$ cat src/rtl/wb_pkg.sv
`default_nettype none
// ============================================================================
// Module  : wb_pkg
// Brief   : Shared Wishbone bus widths and the burst-master FSM state encoding.
// Revision: 1.0 - initial release
// ============================================================================
package wb_pkg;

  localparam int WB_DW = 32;  // Wishbone data/address width
  localparam int WB_SW = 4;   // Wishbone byte-select width

  typedef enum logic [1:0] {
    ST_IDLE  = 2'd0,
    ST_ISSUE = 2'd1,
    ST_DRAIN = 2'd2
  } state_t;

endpackage
`default_nettype wire

$ cat src/rtl/wb_burst_master.sv
`default_nettype none
// ============================================================================
// Module  : wb_burst_master
// Brief   : Pipelined Wishbone B4 initiator moving a block of 32-bit words
//           between a write/read stream and the Wishbone bus.
// Revision: 1.0 - initial release
// ============================================================================
module wb_burst_master
  import wb_pkg::*;
#(
  parameter int LEN_W   = 12,
  parameter int MAX_OUT = 4,
  parameter int TIMEOUT = 1023
) (
  input  logic             clk,
  input  logic             reset,
  input  logic             cmd_valid,
  output logic             cmd_ready,
  input  logic             cmd_we,
  input  logic [WB_DW-1:0] cmd_addr,
  input  logic [LEN_W-1:0] cmd_len,
  input  logic [WB_SW-1:0] cmd_sel,
  input  logic [WB_DW-1:0] wr_data,
  input  logic             wr_valid,
  output logic             wr_ready,
  output logic [WB_DW-1:0] rd_data,
  output logic             rd_valid,
  output logic             busy,
  output logic             done,
  output logic             err,
  output logic             o_wb_cyc,
  output logic             o_wb_stb,
  output logic             o_wb_we,
  output logic [WB_DW-1:0] o_wb_addr,
  output logic [WB_DW-1:0] o_wb_data,
  output logic [WB_SW-1:0] o_wb_sel,
  input  logic             i_wb_stall,
  input  logic             i_wb_ack,
  input  logic             i_wb_err,
  input  logic [WB_DW-1:0] i_wb_data
);

  localparam int TMO_W = $clog2(TIMEOUT + 1);

  state_t             state_q, state_d;
  logic               we_q, we_d;
  logic [LEN_W-1:0]   len_q, len_d;
  logic [LEN_W-1:0]   issued_q, issued_d;
  logic [LEN_W-1:0]   acked_q, acked_d;
  logic [3:0]         out_q, out_d;
  logic [TMO_W-1:0]   tmo_q, tmo_d;
  logic [WB_DW-1:0]   next_addr_q, next_addr_d;
  logic               cyc_q, cyc_d;
  logic               stb_q, stb_d;
  logic [WB_DW-1:0]   addr_q, addr_d;
  logic [WB_DW-1:0]   data_q, data_d;
  logic [WB_SW-1:0]   sel_q, sel_d;
  logic [WB_DW-1:0]   rd_data_q, rd_data_d;
  logic               rd_valid_q, rd_valid_d;
  logic               done_q, done_d;
  logic               err_q, err_d;
  logic               wr_ready_c;

  // Bus handshake qualifiers; acks with nothing outstanding are ignored.
  logic w_accept, w_ack_ok, w_load_slot, w_room, w_can_issue, w_abort;
  assign w_accept    = stb_q & ~i_wb_stall;
  assign w_ack_ok    = i_wb_ack & (out_q != 4'd0);
  assign w_load_slot = ~stb_q | ~i_wb_stall;
  // Room counts an accept happening this cycle so a freshly loaded stb can never overflow.
  assign w_room      = ({1'b0, out_q} + {4'b0, w_accept}) < 5'(MAX_OUT);
  assign w_can_issue = (state_q == ST_ISSUE) && (issued_q < len_q) && w_room && (!we_q || wr_valid);
  assign w_abort     = (state_q != ST_IDLE) && (i_wb_err || (tmo_q == TMO_W'(TIMEOUT)));

  // Next-state and bus-output computation; abort overrides everything else.
  always_comb begin
    state_d     = state_q;
    we_d        = we_q;
    len_d       = len_q;
    issued_d    = issued_q;
    acked_d     = acked_q + LEN_W'(w_ack_ok);
    out_d       = out_q + 4'(w_accept) - 4'(w_ack_ok);
    tmo_d       = (w_ack_ok || out_q == 4'd0) ? '0 : tmo_q + TMO_W'(1);
    next_addr_d = next_addr_q;
    cyc_d       = cyc_q;
    stb_d       = stb_q;
    addr_d      = addr_q;
    data_d      = data_q;
    sel_d       = sel_q;
    rd_data_d   = rd_data_q;
    rd_valid_d  = 1'b0;
    done_d      = 1'b0;
    err_d       = err_q;
    wr_ready_c  = 1'b0;

    if (w_ack_ok && !we_q) begin
      rd_data_d  = i_wb_data;
      rd_valid_d = 1'b1;
    end

    case (state_q)
      ST_IDLE: begin
        if (cmd_valid) begin
          err_d = 1'b0;
          if (cmd_len == '0) begin
            done_d = 1'b1;
          end else begin
            state_d     = ST_ISSUE;
            we_d        = cmd_we;
            len_d       = cmd_len;
            sel_d       = cmd_sel;
            next_addr_d = cmd_addr & ~32'h3;
            issued_d    = '0;
            acked_d     = '0;
            out_d       = '0;
            tmo_d       = '0;
          end
        end
      end
      ST_ISSUE: begin
        if (w_load_slot) begin
          if (w_can_issue) begin
            stb_d       = 1'b1;
            cyc_d       = 1'b1;
            addr_d      = next_addr_q;
            data_d      = wr_data;
            wr_ready_c  = we_q;
            next_addr_d = next_addr_q + 32'd4;
            issued_d    = issued_q + LEN_W'(1);
          end else begin
            stb_d = 1'b0;
          end
          // All beats loaded and the last one no longer waiting on the bus.
          if (issued_q == len_q) state_d = ST_DRAIN;
        end
      end
      ST_DRAIN: begin
        if (acked_d == len_q) begin
          state_d = ST_IDLE;
          cyc_d   = 1'b0;
          done_d  = 1'b1;
        end
      end
      default: state_d = ST_IDLE;
    endcase

    if (w_abort) begin
      state_d    = ST_IDLE;
      cyc_d      = 1'b0;
      stb_d      = 1'b0;
      err_d      = 1'b1;
      done_d     = 1'b1;
      wr_ready_c = 1'b0;
      out_d      = '0;
      tmo_d      = '0;
    end
  end

  // State and output registers, cleared asynchronously.
  always_ff @(posedge clk or posedge reset) begin
    if (reset) begin
      state_q     <= ST_IDLE;
      we_q        <= 1'b0;
      len_q       <= '0;
      issued_q    <= '0;
      acked_q     <= '0;
      out_q       <= '0;
      tmo_q       <= '0;
      next_addr_q <= '0;
      cyc_q       <= 1'b0;
      stb_q       <= 1'b0;
      addr_q      <= '0;
      data_q      <= '0;
      sel_q       <= '0;
      rd_data_q   <= '0;
      rd_valid_q  <= 1'b0;
      done_q      <= 1'b0;
      err_q       <= 1'b0;
    end else begin
      state_q     <= state_d;
      we_q        <= we_d;
      len_q       <= len_d;
      issued_q    <= issued_d;
      acked_q     <= acked_d;
      out_q       <= out_d;
      tmo_q       <= tmo_d;
      next_addr_q <= next_addr_d;
      cyc_q       <= cyc_d;
      stb_q       <= stb_d;
      addr_q      <= addr_d;
      data_q      <= data_d;
      sel_q       <= sel_d;
      rd_data_q   <= rd_data_d;
      rd_valid_q  <= rd_valid_d;
      done_q      <= done_d;
      err_q       <= err_d;
    end
  end

  // cmd_ready is gated by reset so every output reads 0 while reset is held.
  assign cmd_ready = (state_q == ST_IDLE) && !reset;
  assign busy      = (state_q != ST_IDLE);
  assign wr_ready  = wr_ready_c;
  assign rd_data   = rd_data_q;
  assign rd_valid  = rd_valid_q;
  assign done      = done_q;
  assign err       = err_q;
  assign o_wb_cyc  = cyc_q;
  assign o_wb_stb  = stb_q;
  assign o_wb_we   = we_q;
  assign o_wb_addr = addr_q;
  assign o_wb_data = data_q;
  assign o_wb_sel  = sel_q;

endmodule
`default_nettype wire

$ cat config.mk
export PLATFORM = sky130hd
export DESIGN_NAME = wb_burst_master
export DESIGN_NICKNAME = d
export VERILOG_FILES = /design/src/rtl/wb_pkg.sv /design/src/rtl/wb_burst_master.sv
export SDC_FILE = /design/constraint.sdc
export NUM_CORES = 1
export LEC_CHECK = 0
export BUFFER_PORTS_ARGS = -buffer_cell sky130_fd_sc_hd__buf_2
export CORE_ASPECT_RATIO = 0.9
export CORE_MARGIN = 5
export CORE_UTILIZATION = 53
export DETAILED_ROUTE_END_ITERATION = 6
export HOLD_SLACK_MARGIN = 0.06
export PLACE_DENSITY = 0.8
export SYNTH_ARGS = -nofsm -noshare
export SYNTH_HDL_FRONTEND = slang
export SYNTH_SLANG_ARGS = --single-unit
export TNS_END_PERCENT = 20
$ cat constraint.sdc
create_clock -name clk -period 6.8 [get_ports clk]
set_input_delay 0.34 -clock clk [delete_from_list [all_inputs] [get_ports clk]]
set_output_delay 0.34 -clock clk [all_outputs]
set_load 0.05 [all_outputs]
Yosys cells after proc, flatten, opt, wreduce, memory -nomap -nowiden
Cells that the tools add are included.
{"block": "totals", "wordCells": 127, "regBits": 190}
{"block": "classes", "n_lt_le_gt_ge": 2, "bitwise": 6, "n_mux": 51, "n_addsub": 7, "eq_ne": 15, "reduce_logical": 29}
{"operator": "$mux W32", "count": 4}
{"operator": "$mux W12", "count": 7}
{"operator": "$pmux W32 S2", "count": 1}
{"operator": "$mux W10", "count": 5}
{"operator": "$add A32 B3 Y32 const B", "count": 1}
{"operator": "$eq A12 B12 Y1", "count": 2}
{"operator": "$pmux W12 S2", "count": 1}
{"operator": "$mux W1", "count": 20}
{"operator": "$mux W4", "count": 4}
{"operator": "$ne A3 B3 Y1 const B", "count": 5}
{"operator": "$add A12 B1 Y12", "count": 1}
{"operator": "$add A12 B1 Y12 const B", "count": 1}
{"operator": "$logic_not A12 Y1", "count": 1}
{"operator": "$lt A12 B12 Y1", "count": 1}
{"operator": "$mux W2", "count": 6}
{"operator": "$reduce_bool A2 Y1", "count": 6}
{"operator": "$add A10 B1 Y10 const B", "count": 1}
{"operator": "$eq A10 B10 Y1 const B", "count": 1}
{"operator": "$reduce_and A5 Y1", "count": 2}
{"operator": "$ne A2 B2 Y1 const B", "count": 4}
{"operator": "$logic_and A1 B1 Y1", "count": 6}
{"operator": "$pmux W2 S3", "count": 1}
{"operator": "$reduce_and A3 Y1", "count": 2}
{"operator": "$add A4 B1 Y5", "count": 1}
{"operator": "18 further kinds", "count": 26}

Depth between registers and ports, before layout
Gate-level depths: netlist (run 1).
{"block": "depth", "depth_word": 10, "mapped_depth": 13}

Least setup slack after synthesis (run 1)
OpenSTA, ideal clock, no wires.
{"block": "synth_timing", "path_kind": "register to output", "start": "reg len_q[1]", "end": "out wr_ready", "path_slack_ns": 4.107, "n_path_buf": 2, "path_stages_with_launch": 11, "arrival_time_ns": 2.353, "cell_sequence": "dfrtp_1 > inv_1 > ha_1 > nor2b_1 > o21bai_1 > a21oi_1 > o21ba_2 > clkbuf_1 > nor2_1 > clkbuf_1 > and3_1"}
{"block": "synth_between", "elab_chain_len": 8}
{"element": "from (decl)", "line_no": "wb_burst_master.sv:47", "rtl": "logic [LEN_W-1:0] len_q, len_d;"}
{"element": "from (signal assigned)", "line_no": "wb_burst_master.sv:181", "rtl": "len_q <= len_d;"}
{"element": "$lt A12 B12 Y1", "line_no": "wb_burst_master.sv:71", "rtl": "assign w_can_issue = (state_q == ST_ISSUE) && (issued_q < len_q) && w_room && (!we_q || wr_valid);"}
{"element": "$logic_and A1 B1 Y1 (3 in series)", "line_no": "wb_burst_master.sv:71"}
{"element": "$mux W1", "line_no": "wb_burst_master.sv:121", "rtl": "if (w_can_issue) begin"}
{"element": "$mux W1", "line_no": "wb_burst_master.sv:120", "rtl": "if (w_load_slot) begin"}
{"element": "$mux W1", "line_no": "wb_burst_master.sv:100", "rtl": "case (state_q)"}
{"element": "$mux W1", "line_no": "wb_burst_master.sv:146", "rtl": "if (w_abort) begin"}
{"element": "to (decl)", "line_no": "wb_burst_master.sv:25", "rtl": "output logic wr_ready,"}
No other way between the ends.

Final worst setup path (run 1)
{"block": "layout_timing", "start": "reg state_q[1]", "end": "out wr_ready"}
{"block": "layout_between", "elab_chain_len": 8, "word_cells_on_any_way": 10}
{"element": "from (decl)", "line_no": "wb_burst_master.sv:45", "rtl": "state_t state_q, state_d;"}
{"element": "from (signal assigned)", "line_no": "wb_burst_master.sv:179", "rtl": "state_q <= state_d;"}
{"element": "$eq A2 B1 Y1", "line_no": "wb_burst_master.sv:71, wb_burst_master.sv:100"}
{"element": "$logic_and A1 B1 Y1 (3 in series)", "line_no": "wb_burst_master.sv:71"}
{"element": "$mux W1", "line_no": "wb_burst_master.sv:121"}
{"element": "$mux W1", "line_no": "wb_burst_master.sv:120"}
{"element": "$mux W1", "line_no": "wb_burst_master.sv:100"}
{"element": "$mux W1 (*)", "line_no": "wb_burst_master.sv:146"}
Mark *: on every way between the ends. The rest lies on a longest branch, timed or not.

==> results.yml, run 1 <==
clock_tree:
  numCtsBuffers: 17
  htreeDepth: 4
  clk_latency_ns: 0.43
  clkTransAtPathRegs_ns: 0.07
  cts_setup_buffers: 0
  cts_tree: "yes"
  clock_tree.root_cell: "clkbuf_16"
  cts_sinks: 186
  cts_resized: 0
  clk_path_buf_depth: 2
sta:
  finalSetupViolCount: 0
  clock_skew_ns: 0.0153
  max_clock_freq_ghz: 0.306
  fin_hold_ws_ns: 0.0942
  rsz0062_at_grt: "no"
  tns_ns: 0
  setup_ws_ns: 3.53
  hold_viol: 0
  min_period_ns: 3.27
  maxSlewViolCount: 0
  timing.final.crit_share_pct: 48.1
  relSlewSlack_pct: 44.5
  tightest_slew_ns: 0.832
synthesis:
  ys.flop_type: "dfrtp_1"
  avgSynthCellArea_sq_um: 9.33
  synth_enable_flop_cells: 0
  synth_seq_cells: 186
  seq_area_frac_synth_pct: 53.4
  netlist_area_sq_mm: 0.00871
  ys_warn_count: 0
  ys_types: 56
  netlist_instances: 934
  synth-async-reset-ratio_pct: 100
pwr:
  pwr-share-clk_pct: 18.5
  leakage_nw: 5.26
  pwr-share-comb_pct: 46.5
  p_per_area_mw_per_mm2: 487
  p_switching_mw: 2.51
  ir_worst_vdd_uv: 350
  switching_share_pct: 48.7
  internal-power_mw: 2.65
  pwr-share-seq_pct: 35.1
route:
  detail-route-antenna-nets: 0
  first_pass_iters: 6
  avgRoutedWirePerCell_um: 16.0
  wl_um: 21800
  drt_iter0_drc: 484
  vias: 7437
  via_per_inst: 5.45
  drc: 0
status:
  status: "completed"
floorplan:
  die_h_um: 132
  pin_count: 229
  placementRows: 44
  fp.dieArea_sq_mm: 0.0191
  die_x_um: 145
  start_util_pct: 54.0
  core_sq_mm: 0.0161
worst_setup_path:
  crit_path_max_fanout: 49
  critical_path_class: "flop to primary output"
  required_ns: 6.46
  crit_arrival_ns: 2.93
  cp-end-kind: "primary output"
  cp-start-kind: "flop"
  r2r_cells: 8
finish:
  area_delta_synth_final_pct: 21.6
  layout.cells.non_filler: 1365
  drive_gt1_share_pct: 26.8
  finish.utilization_pct: 65.7
  nFillCells: 1328
  num-nets-final: 1287
global_route:
  antenna_found_initial: 4
  first_global_vias: 7107
  grt_pass1_wl_um: 35900
  grt_max_degree: 76
  grt_use_total_pct: 22.5
  gr-total-overflow: 0
place:
  post-place-ws_ns: 3.58
  placedCellCount: 1329
  numPortBuffers: 224
  gp_congestion: 0.846
  dp_hpwl_um: 15300
hold_path:
  hold-path-cell-count: 3
  hp-class: "input pin to flop"
job:
  cap_violations: 0
Yosys cell counts, types with 4 or more instances:
master    instances  area [sq um]
nand2_1         267          1000
dfrtp_1         186          4650
nor2_1           52           195
a21oi_1          51           255
clkbuf_1         41           154
o21ai_0          40           200
nand3_1          37           185
mux2_2           32           360
inv_1            28           105
xnor2_1          28           245
ha_1             24           300
nand4_1          14          87.6
nor3_1           10          50.1
o22ai_1          10          62.6
xor2_1            8          70.1
and3_1            7          43.8
nor4_1            7          43.8
a31oi_1           6          37.5
and2_1            6          37.5
o31ai_1           6          45.0
o32ai_1           6          52.6
nor2b_1           5          31.3
or4_1             5          37.5
nand2b_1          4          25.0
or3_1             4          25.0
cells in the final DEF (no fill, tap or decap), drive strengths merged, types with 11 or more instances in the layout:
cell / n
nand2: 268
buf: 232
dfrtp: 186
nor2: 52
a21oi: 51
o21ai: 42
nand3: 37
inv: 35
mux2: 32
xnor2: 28
ha: 24
clkbuf: 19
nand4: 14
nor3: 11
metrics by stage:
| stage | instance area, sq um | power, mW |
|---|---|---|
| floorplan | 8710 | 3.62 |
| global placement | 10000 | 4.17 |
| detailed placement | 10000 | 4.23 |
| CTS | 10600 | 5.20 |
| global route | 10600 | 5.46 |
| finish | 10600 | 5.15 |
cell type report:
cell class / count / area [sq um] / area share [%]
Inverter: 28 / 110 / 1.04
Multi-Input combinational cell: 676 / 3800 / 35.9
Clock buffer: 19 / 443 / 4.18
Sequential cell: 186 / 4650 / 43.9
Antenna cell: 3 / 7.51 / 0.0709
Timing Repair Buffer: 233 / 1190 / 11.2
Tap cell: 207 / 259 / 2.45
Clock inverter: 13 / 125 / 1.18
power groups by stage:
stage	registers (mW)	logic (mW)	clock network, mW
after floorplan	2.79	0.831	0
after global placement	1.81	2.36	0
after detailed placement	1.82	2.41	0
after CTS	1.81	2.42	0.973
after global routing	1.87	2.57	1.02
final	1.81	2.39	0.952
path summary, 6_finish.rpt:
kind,start,slack [ns],to
worst min-delay path,wr_data[3],0.09,o_wb_data[3]$_DFFE_PP0P_
min in group asynchronous,reset,0.50,o_wb_addr[13]$_DFFE_PP0P_
worst max-delay path,state_q[1]$_DFFE_PP0P_,3.53,wr_ready
worst max register to register,state_q[1]$_DFFE_PP0P_,3.57,next_addr_q[21]$_DFFE_PP0P_
worst min register to register,o_wb_data[6]$_DFFE_PP0P_,0.47,o_wb_data[6]$_DFFE_PP0P_
max in group asynchronous,reset,5.06,rd_data[19]$_DFFE_PP0P_
timing repair:
item                       in CTS  in global routing
hold buffers                    1                  0
setup endpoints to repair       0                  0
hold endpoints to repair       59                  0
cells by family after synthesis:
family	share of synthesized area (%)
fa+ha+maj	3.68
other cells	0.0430
flops	53.4
compound gates	9.94
buf+inv	3.25
simple gates	21.6
xor+xnor	3.62
mux	4.48
layer usage:
| metal | vias up | global-route usage (%) | routed length [um] |
|---|---|---|---|
| li1 | 3583 | - | - |
| met1 | 3535 | 30.5 | 9360 |
| met2 | 270 | 35.5 | 10300 |
| met3 | 43 | 7.06 | 1680 |
| met4 | 6 | 5.80 | 414 |
| met5 | - | 0 | 29 |
worst max-delay path, stage by stage (launching register included):
cell and delay, ns:
dfrtp_1 0.40, and2b_2 0.75, o2111ai_1 0.33, nor3_2 0.32, nand2_2 0.17, nor2_4 0.13
and3_1 0.16, buf_2 0.25
state kept, by name, indices dropped and copies added, names as in the netlist, 2 cells and up:
signal and flops:
o_wb_data 32, rd_data 32, next_addr_q 30, o_wb_addr 30, acked_q 12, issued_q 12, len_q 12, tmo_q 10
o_wb_sel 4, out_q 4, state_q 2
(Power assumes the default switching activity.)
==> run 2: changes to the inputs <==
clock period = 3.28 ns   (was 6.8 ns; I/O delays follow)
==> run 2 against run 1 <==
  * Clock power is 110% higher
  * Global-route usage increased by 2.7 points
  * Sequential power increased by 110%
  * Critical path depth grew 6
  * Worst setup slack got worse by 3.3 ns
  * Critical endpoint is now o_wb_cyc$_DFFE_PP0P_
  * Die area unchanged
  * Final area is 10% higher
  * Worst hold slack worse by 0.020 ns
  * Final cell count up 7.8%
  * Largest power group unchanged
  * Register-to-register slack lost 3.3 ns
  * Via count grew 6.4%
  * Utilization grew 6.9 points
==> results.yml, run 2 (same netlist as run 1, synthesis figures left out) <==
worst_setup_path:
  r2r_cells: 13
  cp-start-kind: "flop"
  r2r_slack_ns: 0.26
  cp-end-kind: "flop"
  crit_slowest_cell: "dfrtp_1"
  slowest_delay_ns: 0.39
  crit_path_max_fanout: 4
  crit_arrival_ns: 3.35
  crit_buf_inv: 1
  critical_path_class: "flop to flop"
  cpMostUsedCell: "ha_1"
  path_cells: "inv_1 -> ha_1 -> nor3b_1 -> nor2b_1 -> ha_1 -> ha_1 -> and3_1 -> nand3_1 -> xor2_1 -> o211ai_1 -> nor4_2 -> nand3b_1 -> o211a_1"
  critPathLaunch: "out_q[2]$_DFF_PP0_"
  r2r-end: "o_wb_cyc$_DFFE_PP0P_"
  path_delay_family: "simple AND/OR/NAND/NOR gates"
  rr_startpoint: "out_q[2]$_DFF_PP0_"
  required_ns: 3.61
pwr:
  ir_worst_vdd_uv: 685
  leakage_nw: 5.73
  p_per_area_mw_per_mm2: 936
sta:
  rsz0062_at_grt: "no"
  hold_viol: 0
  tns_ns: 0
  fin_hold_ws_ns: 0.0740
  timing.final.crit_share_pct: 92.1
  tightest_slew_ns: 1.02
  maxSlewViolCount: 0
  clock_skew_ns: 0.0147
  finalSetupViolCount: 0
  min_period_ns: 3.02
  max_clock_freq_ghz: 0.331
  relSlewSlack_pct: 31.5
place:
  gp_congestion: 0.841
  dp_hpwl_um: 15700
  numPortBuffers: 224
  dpl_cell_area_sq_mm: 0.0101
finish:
  drive_gt1_share_pct: 25.1
  stdcell_area_sq_mm: 0.0117
  num-nets-final: 1395
  nFillCells: 1129
  finish.utilization_pct: 72.5
  area_delta_synth_final_pct: 34.3
  multi_input_area_sq_mm: 0.00381
  final_cell_mix: "nand2_1 (266), buf_2 (224), dfrtp_1 (186)"
  final_common_cell: "nand2_1"
  seqCellArea_sq_mm: 0.00465
route:
  routed-wl-met3_um: 1790
  wl_um: 24300
  dr_wl_met2_um: 11900
  drc: 0
  drt_iter0_drc: 552
  vias: 7916
  detail-route-antenna-nets: 0
  avgRoutedWirePerCell_um: 16.5
  maxUsedRoutingLayer: "met5"
  via_per_inst: 5.38
  met1Wirelength_um: 9870
  first_pass_iters: 5
floorplan:
  core_sq_mm: 0.0161
  pin_count: 229
  die_x_um: 145
  start_util_pct: 54.0
  die_h_um: 132
  placementRows: 44
  fp.dieArea_sq_mm: 0.0191
hold_path:
  holdPathEnd: "next_addr_q[31]$_DFFE_PP0P_"
  hp-class: "input pin to flop"
  hold-path-cell-count: 3
  min_from: "cmd_addr[31]"
job:
  cap_violations: 0
clock_tree:
  cts_tree: "yes"
  clk_latency_ns: 0.44
  cts_sinks: 186
  numCtsBuffers: 17
  htreeDepth: 4
  clock_tree.root_cell: "clkbuf_16"
  clkTransAtPathRegs_ns: 0.08
  clk_path_buf_depth: 2
status:
  status: "completed"
global_route:
  antenna_found_initial: 3
  grt_max_degree: 153
  grt_pass1_wl_um: 40200
  gr-total-overflow: 0
  grt_use_total_pct: 25.2
  first_global_vias: 7962
[run 2: cell count changes in the layout (fill, tap and decap cells not counted), sizes merged]
cell	previous run	this run
dlygate4sd3	1	105
clkinv	3	5
diode	3	1
buf	232	236
inv	35	36
clkinvlp	3	2
clkbuf	19	17
[run 2: repair_timing]
item | in CTS | in global routing
setup endpoints to repair | 0 | 3
hold endpoints to repair | 268 | 0
buffers inserted | 0 | 1
gates resized for setup | 0 | 2
hold buffers | 105 | 0
[run 2: worst max-delay path by stage]
stage / cells after the start / endpoint / slack [ns]
2_1_floorplan: 1 / acked_q[0]$_DFF_PP0_ / 0.72
3_3_place_gp: 12 / o_wb_cyc$_DFFE_PP0P_ / 0.26
3_5_place_dp: 12 / o_wb_cyc$_DFFE_PP0P_ / 0.19
4_1_cts: 12 / o_wb_cyc$_DFFE_PP0P_ / 0.16
5_1_grt: 12 / o_wb_cyc$_DFFE_PP0P_ / 0.0003
6_report: 13 / o_wb_cyc$_DFFE_PP0P_ / 0.26
[run 2: worst register-to-register path: stages, from the launching register on]
cell	delay [ns]
dfrtp_1	0.39
inv_1	0.09
ha_1	0.19
nor3b_1	0.15
nor2b_1	0.24
ha_1	0.25
ha_1	0.22
and3_1	0.23
nand3_1	0.13
xor2_1	0.21
o211ai_1	0.14
nor4_2	0.39
nand3b_1	0.15
o211a_1	0.14
[run 2: report_power, final]
part | internal (mW) | switching (mW) | total [mW]
combinational | 1.42 | 3.73 | 5.15
sequential | 3.15 | 0.621 | 3.77
clock | 1.02 | 1.01 | 2.03
total | 5.59 | 5.36 | 11.0
[run 2: cell type report]
cell class,count,area share [%]
flip-flops and latches,186,39.8
multi-input cells,676,32.6
repair buffers,341,19.5
clock buffers,17,3.64
well taps,207,2.21
clock inverters,15,1.29
inverters,28,0.930
diodes,1,0.0214
[run 2: stage by stage]
| step | power, mW | instances | setup slack [ns] |
|---|---|---|---|
| floorplan | 7.51 | 935 | 0.723 |
| global placement | 8.68 | 1332 | 0.257 |
| detailed placement | 8.80 | 1332 | 0.186 |
| CTS | 10.9 | 1469 | 0.162 |
| global route | 11.6 | 1471 | 0.000261 |
| finish | 11.0 | 1471 | 0.258 |
[run 2: routing by layer]
metal | track usage, % | vias to the layer above
li1 | - | 3791
met1 | 32.0 | 3758
met2 | 42.0 | 306
met3 | 6.96 | 57
met4 | 7.98 | 4
met5 | 0 | -
